**src/rtl/score_event_arbiter.sv**
```systemverilog
// Round-robin arbiter turning per-source +1/-1 score events into one inc/dec pulse per clock.
// Optional feature macro SCORE_ARB_FLOOR_EN: consume dn grants silently while the score reads 0000.
module score_event_arbiter #(
  parameter int unsigned NSRC  = 4,
  parameter int unsigned CNT_W = 3,
  localparam int unsigned ID_W = (NSRC > 1) ? $clog2(NSRC) : 1
) (
  input  logic            clk,
  input  logic            reset,
  input  logic            enable,
  input  logic            flush,
  input  logic [NSRC-1:0] hit_up,
  input  logic [NSRC-1:0] hit_dn,
  input  logic            score_zero,
  input  logic            clr_ovf,
  output logic            inc,
  output logic            dec,
  output logic [ID_W-1:0] grant_id,
  output logic            pending_any,
  output logic            overflow
);

  typedef enum logic [1:0] {
    IDLE  = 2'd0,
    ISSUE = 2'd1
  } state_e;

  localparam logic [CNT_W-1:0] CNT_MAX = '1;

  state_e            state_q, state_d;
  logic [ID_W-1:0]   rr_q, rr_d;
  logic [ID_W-1:0]   gid_q, gid_d;
  logic              inc_q, inc_d;
  logic              dec_q, dec_d;
  logic              ovf_q, ovf_d;
  logic              pany_q, pany_d;
  logic [NSRC-1:0]   up_q, up_d;
  logic [NSRC-1:0]   dn_q, dn_d;
  logic [CNT_W-1:0]  up_pend_q [NSRC];
  logic [CNT_W-1:0]  up_pend_d [NSRC];
  logic [CNT_W-1:0]  dn_pend_q [NSRC];
  logic [CNT_W-1:0]  dn_pend_d [NSRC];

  logic [NSRC-1:0]   up_ev, dn_ev;
  logic              found, win_up, do_grant, drop, gr_up, gr_dn;
  logic [ID_W-1:0]   win, idx;
  logic [ID_W:0]     idx_sum;

  assign inc         = inc_q;
  assign dec         = dec_q;
  assign grant_id    = gid_q;
  assign pending_any = pany_q;
  assign overflow    = ovf_q;

`ifndef SCORE_ARB_FLOOR_EN
  logic unused_score_zero;
  assign unused_score_zero = score_zero;
`endif

  // A simultaneous event and grant cancel; a saturated counter drops only ungranted events.
  function automatic logic [CNT_W-1:0] next_cnt(input logic [CNT_W-1:0] cur,
                                                 input logic ev, input logic gr);
    logic [CNT_W-1:0] res;
    res = cur;
    if (ev && !gr && (cur != CNT_MAX)) res = cur + CNT_W'(1);
    else if (gr && !ev)                res = cur - CNT_W'(1);
    return res;
  endfunction

  always_ff @(posedge clk or posedge reset) begin
    if (reset) begin
      state_q   <= IDLE;
      rr_q      <= '0;
      gid_q     <= '0;
      inc_q     <= 1'b0;
      dec_q     <= 1'b0;
      ovf_q     <= 1'b0;
      pany_q    <= 1'b0;
      up_q      <= '0;
      dn_q      <= '0;
      up_pend_q <= '{default: '0};
      dn_pend_q <= '{default: '0};
    end else begin
      state_q   <= state_d;
      rr_q      <= rr_d;
      gid_q     <= gid_d;
      inc_q     <= inc_d;
      dec_q     <= dec_d;
      ovf_q     <= ovf_d;
      pany_q    <= pany_d;
      up_q      <= up_d;
      dn_q      <= dn_d;
      up_pend_q <= up_pend_d;
      dn_pend_q <= dn_pend_d;
    end
  end

  always_comb begin
    state_d   = state_q;
    rr_d      = rr_q;
    gid_d     = gid_q;
    inc_d     = 1'b0;
    dec_d     = 1'b0;
    ovf_d     = ovf_q;
    pany_d    = 1'b0;
    up_pend_d = up_pend_q;
    dn_pend_d = dn_pend_q;
    up_d      = hit_up;
    dn_d      = hit_dn;
    found     = 1'b0;
    win       = '0;
    win_up    = 1'b0;
    idx       = '0;
    idx_sum   = '0;
    drop      = 1'b0;
    gr_up     = 1'b0;
    gr_dn     = 1'b0;

    up_ev = hit_up & ~up_q & {NSRC{enable}};
    dn_ev = hit_dn & ~dn_q & {NSRC{enable}};

    // Round-robin search starting at rr_q; up is served before dn within a source.
    for (int unsigned off = 0; off < NSRC; off++) begin
      idx_sum = {1'b0, rr_q} + (ID_W+1)'(off);
      if (idx_sum >= (ID_W+1)'(NSRC)) idx_sum = idx_sum - (ID_W+1)'(NSRC);
      idx = idx_sum[ID_W-1:0];
      if (!found && ((up_pend_q[idx] != '0) || (dn_pend_q[idx] != '0))) begin
        found  = 1'b1;
        win    = idx;
        win_up = (up_pend_q[idx] != '0);
      end
    end

    do_grant = (state_q == ISSUE) && enable && !flush && found;

    for (int i = 0; i < NSRC; i++) begin
      gr_up = do_grant &&  win_up && (win == ID_W'(i));
      gr_dn = do_grant && !win_up && (win == ID_W'(i));
      if (flush) begin
        up_pend_d[i] = '0;
        dn_pend_d[i] = '0;
      end else begin
        up_pend_d[i] = next_cnt(up_pend_q[i], up_ev[i], gr_up);
        dn_pend_d[i] = next_cnt(dn_pend_q[i], dn_ev[i], gr_dn);
        if ((up_ev[i] && !gr_up && (up_pend_q[i] == CNT_MAX)) ||
            (dn_ev[i] && !gr_dn && (dn_pend_q[i] == CNT_MAX))) begin
          drop = 1'b1;
        end
      end
      if ((up_pend_d[i] != '0) || (dn_pend_d[i] != '0)) pany_d = 1'b1;
    end

    if (drop)         ovf_d = 1'b1;
    else if (clr_ovf) ovf_d = 1'b0;

    if (do_grant) begin
      gid_d = win;
      rr_d  = (win == ID_W'(NSRC - 1)) ? '0 : win + ID_W'(1);
      inc_d = win_up;
`ifdef SCORE_ARB_FLOOR_EN
      dec_d = !win_up && !score_zero;
`else
      dec_d = !win_up;
`endif
    end

    case (state_q)
      IDLE:    if (enable && pany_q) state_d = ISSUE;
      ISSUE:   if (!enable || !pany_d) state_d = IDLE;
      default: state_d = IDLE;
    endcase
  end

endmodule

```
**config.mk**
```make
export PLATFORM = sky130hd
export DESIGN_NAME = score_event_arbiter
export DESIGN_NICKNAME = d
export VERILOG_FILES = /design/src/rtl/score_event_arbiter.sv
export SDC_FILE = /design/constraint.sdc
export NUM_CORES = 1
export LEC_CHECK = 0
export ABC_CLOCK_PERIOD_IN_PS = 5200
export BUFFER_PORTS_ARGS = -buffer_cell sky130_fd_sc_hd__buf_4
export CORE_ASPECT_RATIO = 1.25
export CORE_MARGIN = 1
export CORE_UTILIZATION = 55
export DETAILED_ROUTE_END_ITERATION = 16
export GPL_TIMING_DRIVEN = 0
export HOLD_SLACK_MARGIN = 0.06
export PLACE_DENSITY = 0.73
export RECOVER_POWER = 100
export SLEW_MARGIN = 10
export SYNTH_ARGS = -nofsm -noshare
export SYNTH_HDL_FRONTEND = slang
export SYNTH_SLANG_ARGS = --single-unit
export TNS_END_PERCENT = 20
```
**constraint.sdc**
```tcl
create_clock -name clk -period 5.2 [get_ports clk]
set_clock_uncertainty 0.1 [all_clocks]
set_input_delay 0.78 -clock clk [delete_from_list [all_inputs] [get_ports clk]]
set_output_delay 0.78 -clock clk [all_outputs]
set_load 0.005 [all_outputs]
```
* After elaboration in Yosys (flattened, before gate mapping)
Cells that the tools add are included.
** Operators by class
- $add $sub $neg :: 24
- Order comparisons :: 8
- Eq/ne operators :: 22
- Mux-type cells :: 84
- Bitwise gates (word level) :: 10
- Reduce and logical (&&, ||, !) cells :: 105
** Operators by type and width (count)
- $mux 3 :: 40
- $logic_and 1x1->1 :: 49
- $bmux 3 s2 :: 8
- $reduce_bool 3->1 :: 16
- $add 3x1->3 const B :: 8
- $eq 3x3->1 const B :: 8
- $mux 1 :: 24
- $ne 3x3->1 const B :: 8
- $sub 3x1->3 const B :: 8
- $logic_not 1->1 :: 23
- $mux 2 :: 11
- $ge 3x3->1 const B :: 7
- $and 4x4->4 :: 4
- $logic_or 1x1->1 :: 13
- $not 2->3 :: 4
- $not 4->4 :: 2
- $sub 2x1->2 const B :: 4
- $add 2x2->3 const B :: 2
- $eq 2x1->1 const B :: 2
- $eq 2x2->1 const B :: 2
- $logic_not 2->1 :: 2
- $pmux 2 s2 :: 1
- $add 2x1->3 const B :: 1
- $ge 2x3->1 const B :: 1
- other kinds (5) :: 5
** Storage, ports and cells
- Bits in registers :: 42
- Word-level logic and storage cells :: 270

* Logic depth before layout (Yosys ltp)
Gate-level depths: netlist of run 1.
- Depth after elaboration :: 36
- Gate-level depth with buffers :: 19
- Depth with buffers taken out :: 17

* Worst setup path before layout of run 1
No wires, ideal clock.
- Kind :: reg-to-reg
- Start point :: register dn_pend_q[9] (netlist name)
- End point :: register state_q[0]
- Library setup time :: 0.137 ns
- Data arrival time :: 4.533 ns
- Data required time :: 4.963 ns
- Slack :: 0.430 ns
- Cell stages (with the launch flop) :: 16
- Clock period less this slack :: 4.770 ns
- Cell sequence :: dfrtp_1 -> or3_1 -> mux4_2 -> nor3_2 -> or2b_1 -> nand3_1 -> a21boi_0 -> ha_1 -> nand2_1 -> or3_1 -> buf_2 -> mux2_4 -> or3_1 -> or4_1 -> nor4_2 -> a31oi_1
** RTL lines
- start, declared :: RTL line 41 : logic [CNT_W-1:0] dn_pend_q [NSRC];
- start signal, assigned :: RTL line 94 : dn_pend_q <= dn_pend_d;
- end signal, assigned :: RTL line 84 : state_q <= state_d;
- end, declared :: RTL line 30 : state_e state_q, state_d;

==> results by group, run 1 <==
Detailed routing
  – DRT Pass-1 Iters: 10
  – Routed wire per std cell: 16.5 um
  – Via Count: 2,744
  – # DRC: 2
  – Antenna-violating nets left: 0
  – Detailed Route WL: 7.41 mm
  – Via-to-Cell Ratio: 6.11
  – DRT iter0 DRCs: 162

Timing
  – Final worst slack: 0.189 ns
  – Final setup violating endpoints: 0
  – Min Hold Slack: 0.392 ns
  – Fin crit period: 5.01 ns
  – Max transition margin: -0.0810
  – Fmax: 200 MHz
  – Part of the cycle the worst path needs: 0.964
  – Fin. Hold Viols: 0
  – Max Slew Vio Count: 31
  – Worst-Margin Slew: 1.62 ns

CTS
  – Clock transition at path regs: 0.08 ns
  – Clk sink count: 41
  – Root buf cell: clkbuf_8
  – CTS Buf Count: 5
  – H-tree depth reported by CTS: 2
  – Clock Path Buffers: 2
  – TritonCTS clock tree: done
  – Worst skew pair latency: 0.29 ns

Critical path
  – R2r endpoint: state_q[0]
  – Cell with the largest stage delay on the worst path: or4_1
  – WS Path Type: reg2reg
  – CP Capture Type: register
  – Worst path cell trace: or3_4 -> mux4_2 -> a211oi_4 -> o21ai_0 -> a22oi_1 -> o21ai_2 -> inv_1 -> ha_1 -> nand2_1 -> or3_1 -> buf_2 -> mux2_4 -> or3_1 -> or4_1 -> nor4_4 -> a31oi_1
  – R2R setup slack: 0.19 ns
  – CP startpoint kind: register
  – Setup crit end: state_q[0]
  – Crit path DAT: 5.07 ns
  – Reg-to-Reg Start: dn_pend_q[4]
  – Required @ worst endpoint: 5.26 ns
  – Slowest Stage Delay on Critical Path: 0.54 ns
  – Crit path launch: dn_pend_q[4]
  – Crit path top cell by count: or3_1
  – FF-to-FF path depth: 16
  – Crit path max fanout: 6

GRT
  – Initial antenna violation count: 0
  – Remaining Overflow, GRT: 0
  – Global-route wire length before repair: 12.6 mm
  – Vias in the first global route: 2,649
  – Largest net degree at the start of global routing: 31
  – Overall Global Routing Usage: 0.265

Run status
  – Failing checks: DRC, capacitance limit, slew limit
  – Status: finished with violations

Yosys
  – Most instantiated cells after synthesis: nor2_1 (45), dfrtp_1 (41), ha_1 (28), inv_1 (28), nand2_1 (28)
  – Post-synth top area share: 0.318
  – Ys async rst share: 1.00
  – Synthesized area: 3220 sq um
  – YS warnings: 0
  – Number of enable flip-flop cells after synthesis: 0
  – Sequential share of the synthesized area: 0.318
  – Mean Syn Cell Area: 9.00 sq um
  – Cell taking the most area after synthesis: dfrtp_1
  – Post-synthesis register bit count: 41
  – Top cells by area, synth: dfrtp_1 (32%), ha_1 (11%), nor2_1 (5.2%)
  – Top_reg_cell synth: dfrtp_1
  – Synth Net Count: 400
  – Post-synthesis cell type count: 56
  – Post-Synthesis Cells: 358
  – Top-count cell post-synth: nor2_1

Place
  – Post-DP HPWL: 5.74 mm
  – Port Buffers: 17
  – GPL Wtd Cong: 0.964
  – Cells after DPL: 440
  – Worst Setup Slack post-DPL: -0.126 ns

Job
  – MaxCap Viol Count: 1

Floorplanning
  – Initial Utilization: 0.580
  – Row cnt: 30
  – Die Ht: 87.6 um
  – Die ar.: 6170 sq um
  – Core area: 5560 sq um
  – I/O pin count: 20
  – Die Span X: 70.5 um

Power
  – NetSw: 713 uW
  – Peak supply drop: 235 uV
  – Logic gate share of total power: 0.611
  – P_int: 893 uW
  – Pwr per Cell Area: 448 nW/um^2
  – Sequential power share: 0.267
  – Clock power frac: 0.122
  – Leakage: 0.00168 uW
  – Sw Ratio: 0.444

Min path
  – Type of the most critical hold path: reg2reg

Layout
  – Layout net count: 428
  – Post-synthesis to final-layout area growth: 11.2%
  – Fin util: 0.645
  – Diode count: 0
  – Finished Layout Cells: 449
  – Ratio of cells with drive above 1 in the final layout: 0.161
-- worst max-delay path: cells and delay by family (launching register included) --
family | cells | cell delay, ns
flip-flops | 1 | 0.45
adder cells (fa/ha/maj) | 1 | 0.14
multiplexers | 2 | 0.84
buffers and inverters | 2 | 0.30
AO/OA/AOI/OAI | 5 | 0.92
AND/OR/NAND/NOR | 6 | 2.11
-- timing repair --
item,4_1_cts,5_1_grt
setup buffers,0,3
hold buffers,0,0
pin swaps,0,3
endpoints found under the setup margin,2,2
gates resized for setup,3,12
-- cell usage in the layout (no fill, tap or decap), types with 6 or more instances in the layout --
master    instances
nor2_1           45
dfrtp_1          40
nand2_1          28
inv_1            28
ha_1             28
o21ai_0          18
a21oi_1          16
nor3_1           14
mux2i_1          13
clkbuf_4         13
clkbuf_1         10
nand3b_1          9
xnor2_1           9
a211oi_1          7
mux4_2            6
nand3_1           6
-- layer usage --
| layer | part of all wire | up-vias | track usage |
|---|---|---|---|
| met1 | 0.46 | 1319 | 0.340 |
| li1 | - | 1350 | - |
| met2 | 0.48 | 57 | 0.456 |
| met4 | 0.027 | 0 | 0.102 |
| met5 | 0 | - | 0 |
| met3 | 0.031 | 18 | 0.0357 |
-- kinds of logic (layout without fill, tap and decap cells) --
family,count (synthesis),in the layout,synth area share
simple gates,138,138,0.232
compound gates,73,73,0.148
flops,41,41,0.318
buf+inv,40,67,0.0501
fa+ha+maj,28,28,0.109
mux,26,26,0.110
xor+xnor,12,12,0.0326
-- registers in the layout, indices dropped and copies added (netlist names) --
name         flops
state_q          1
grant_id         2
rr_q             2
up_q             4
dn_q             4
overflow         1
dn_pend_q       12
pending_any      1
dec              1
up_pend_q       12
inc              1
-- worst min path at each step --
stage,end,slack [ns],depth (start not counted),from
finish,state_q[0],0.39,1,state_q[0]
global route,grant_id[0],0.41,1,grant_id[0]
CTS,up_pend_q[7],0.34,2,reset
detailed placement,state_q[0],0.38,1,state_q[0]
global placement,state_q[0],0.37,1,state_q[0]
floorplan,state_q[0],0.34,1,state_q[0]
-- area by class of cell --
cell class | instances | area, sq um
clock buffers | 5 | 68.8
clock inverters | 1 | 5.00
multi-input cells | 277 | 2090
repair buffers | 21 | 146
inverters | 29 | 109
flip-flops and latches | 41 | 1030
plain buffers | 11 | 52.6
well taps | 64 | 80.1
fillers | 482 | 1970
-- power by group through the flow --
stage                     clock (uW)  sequential, uW  combinational [uW]
final                            196             429                 981
after global routing             212             438                1100
after CTS                        200             428                 897
after detailed placement           0             434                 869
after global placement             0             431                 855
after floorplan                    0             420                 678
-- per-stage QoR --
step	TNS [ns]	area, sq um	power (uW)
6_report	0	3580	1610
5_1_grt	-0.0198	3580	1750
4_1_cts	0	3540	1520
3_5_place_dp	-0.195	3450	1300
3_3_place_gp	-0.144	3430	1290
2_1_floorplan	0	3220	1100
Power figures use the tool's default switching activity.
==> inputs of run 2 (changes only) <==
CORE_UTILIZATION = 30   (was 55)
PLACE_DENSITY = default   (was 0.73)
==> run 2 against run 1 <==
Net effect:
- the flow finishes with violations (capacitance limit, slew limit)
- hold slack worse by 0.0061 ns
- global-route usage decreased by 11 points
- setup slack gained 0.075 ns
- sequential share of layout area is 1.1 points lower
- count of clock-buffer cells in the layout increased by 1
- die area grew 81%
- critical path type unchanged
- critical endpoint unchanged
- largest power group unchanged
- highest routed layer unchanged
==> results by group, run 2 (same netlist as run 1, synthesis figures left out) <==
Run status
  – Status: finished with violations
  – Failing checks: capacitance limit, slew limit

GRT
  – Vias in the first global route: 2,730
  – Global-route wire length before repair: 13.0 mm
  – Remaining Overflow, GRT: 0
  – Initial antenna violation count: 0
  – Largest net degree at the start of global routing: 31
  – Overall Global Routing Usage: 0.151

Timing
  – Fin crit period: 4.94 ns
  – Max transition margin: -0.135
  – Fmax: 203 MHz
  – Setup TNS: 0 ns
  – Final setup violating endpoints: 0
  – Fin. Hold Viols: 0
  – Worst-Margin Slew: 1.70 ns
  – RSZ-0062 raised after global routing: false
  – Part of the cycle the worst path needs: 0.949
  – Max Slew Vio Count: 31

Critical path
  – Worst path cell trace: or3_4 -> mux4_2 -> a211oi_4 -> clkbuf_1 -> o41ai_1 -> a21boi_2 -> ha_1 -> nand2_1 -> or3_1 -> buf_2 -> mux2_4 -> or3_1 -> or4_1 -> nor4_4 -> a31oi_1
  – WP depth: 15
  – Buf/Inv on CP: 2
  – Crit path top cell by count: or3_1
  – Crit path DAT: 4.98 ns
  – R2R setup slack: 0.26 ns
  – Slowest Stage Delay on Critical Path: 0.54 ns
  – Crit path max fanout: 6
  – Required @ worst endpoint: 5.25 ns
  – Cell with the largest stage delay on the worst path: mux4_2
  – Crit path launch: dn_pend_q[4]
  – FF-to-FF path depth: 15
  – CP Capture Type: register
  – Largest delay share family, worst path: simple AND/OR/NAND/NOR gates
  – WS Path Type: reg2reg
  – Setup crit end: state_q[0]
  – CP startpoint kind: register
  – R2r endpoint: state_q[0]
  – Reg-to-Reg Start: dn_pend_q[4]

Place
  – Cells after DPL: 505
  – Post-DP HPWL: 6.30 mm
  – Port Buffers: 17
  – GPL Wtd Cong: 0.912

Floorplanning
  – Die Span X: 94.7 um
  – I/O pin count: 20
  – Core area: 10,300 sq um
  – Die ar.: 11,200 sq um
  – Initial Utilization: 0.314
  – Row cnt: 41
  – Die Ht: 118 um

Detailed routing
  – # DRC: 0
  – DRT Pass-1 Iters: 4
  – Antenna-violating nets left: 0
  – Via-to-Cell Ratio: 5.25
  – Detailed Route WL: 8.01 mm
  – Routed wire per std cell: 15.5 um
  – Via Count: 2,714
  – DRT iter0 DRCs: 158

CTS
  – CTS Buf Count: 5
  – Clk sink count: 41
  – Root buf cell: clkbuf_16
  – TritonCTS clock tree: done
  – Cts hold-fix bufs: 0
  – Clock Path Buffers: 2
  – Worst skew pair latency: 0.29 ns
  – H-tree depth reported by CTS: 2
  – Clock transition at path regs: 0.06 ns

Layout
  – Diode count: 0
  – Fin util: 0.363
  – Post-synthesis to final-layout area growth: 15.5%
  – Most common cell after layout, fill and taps aside: nor2_1
  – Layout net count: 429
  – Fillers: 1,074
  – Finished Layout Cells: 517
  – Most frequent cells in the layout: nor2_1 (45), dfrtp_1 (41), nand2_1 (28), inv_1 (28), ha_1 (28)
  – Ratio of cells with drive above 1 in the final layout: 0.142
  – Largest regs: dn_pend_q x12, up_pend_q x12

Min path
  – Type of the most critical hold path: in2async

Power
  – Pwr per Cell Area: 468 nW/um^2
  – Peak supply drop: 150 uV
  – Leakage: 0.00171 uW

Job
  – MaxCap Viol Count: 1
==> run 2: cell count changes in the layout (fill, tap and decap cells not counted), moves of 2 or more <==
cell,delta
mux2_1,+3
clkbuf_8,-5
clkbuf_16,+5
mux2_2,-3
clkbuf_1,+3
clkbuf_4,-2
==> run 2: worst min-delay path by stage <==
stage	from	end	slack [ns]	depth (start not counted)
final	reset	grant_id[0]	0.39	2
after global routing	state_q[0]	state_q[0]	0.40	1
after CTS	reset	up_q[2]	0.34	2
after detailed placement	state_q[0]	state_q[0]	0.38	1
after global placement	state_q[0]	state_q[0]	0.37	1
after floorplan	state_q[0]	state_q[0]	0.34	1
==> run 2: metrics by stage <==
step	power, uW	hold slack [ns]	cell area, sq um	setup slack, ns
after floorplan	1100	0.343	3220	0.430
after global placement	1310	0.368	3510	-0.146
final	1740	0.386	3720	0.263
after global routing	1880	0.400	3720	0.0583
after detailed placement	1340	0.376	3530	-0.237
after CTS	1720	0.337	3710	0.00829
==> run 2: per-layer routing <==
| layer | vias to the layer above | part of all wire | GRT usage |
|---|---|---|---|
| li1 | 1349 | - | - |
| met1 | 1294 | 0.41 | 0.176 |
| met2 | 47 | 0.51 | 0.262 |
| met3 | 24 | 0.026 | 0.0187 |
| met4 | 0 | 0.047 | 0.0852 |
| met5 | - | 0 | 0 |
==> run 2: power breakdown <==
group	internal (uW)	leakage, uW	switching, uW
Combinational	435	0.00110	575
Clock	176	0.0000706	126
Sequential	370	0.000535	58.5
Total	982	0.00171	760
==> run 2: area by class of cell <==
cell class | count | area [sq um] | area share
flip-flops and latches | 41 | 1030 | 0.276
repair buffers | 22 | 143 | 0.0383
multi-input cells | 277 | 2090 | 0.562
clock buffers | 6 | 129 | 0.0346
inverters | 29 | 109 | 0.0293
plain buffers | 11 | 52.6 | 0.0141
clock inverters | 2 | 10.0 | 0.00269
well taps | 129 | 161 | 0.0434
==> run 2: what timing repair did <==
item	in CTS	in global routing
cloned	0	0
gates resized for setup	5	10
setup buffers	2	2
endpoints found under the setup margin	2	2
pin swaps	1	2
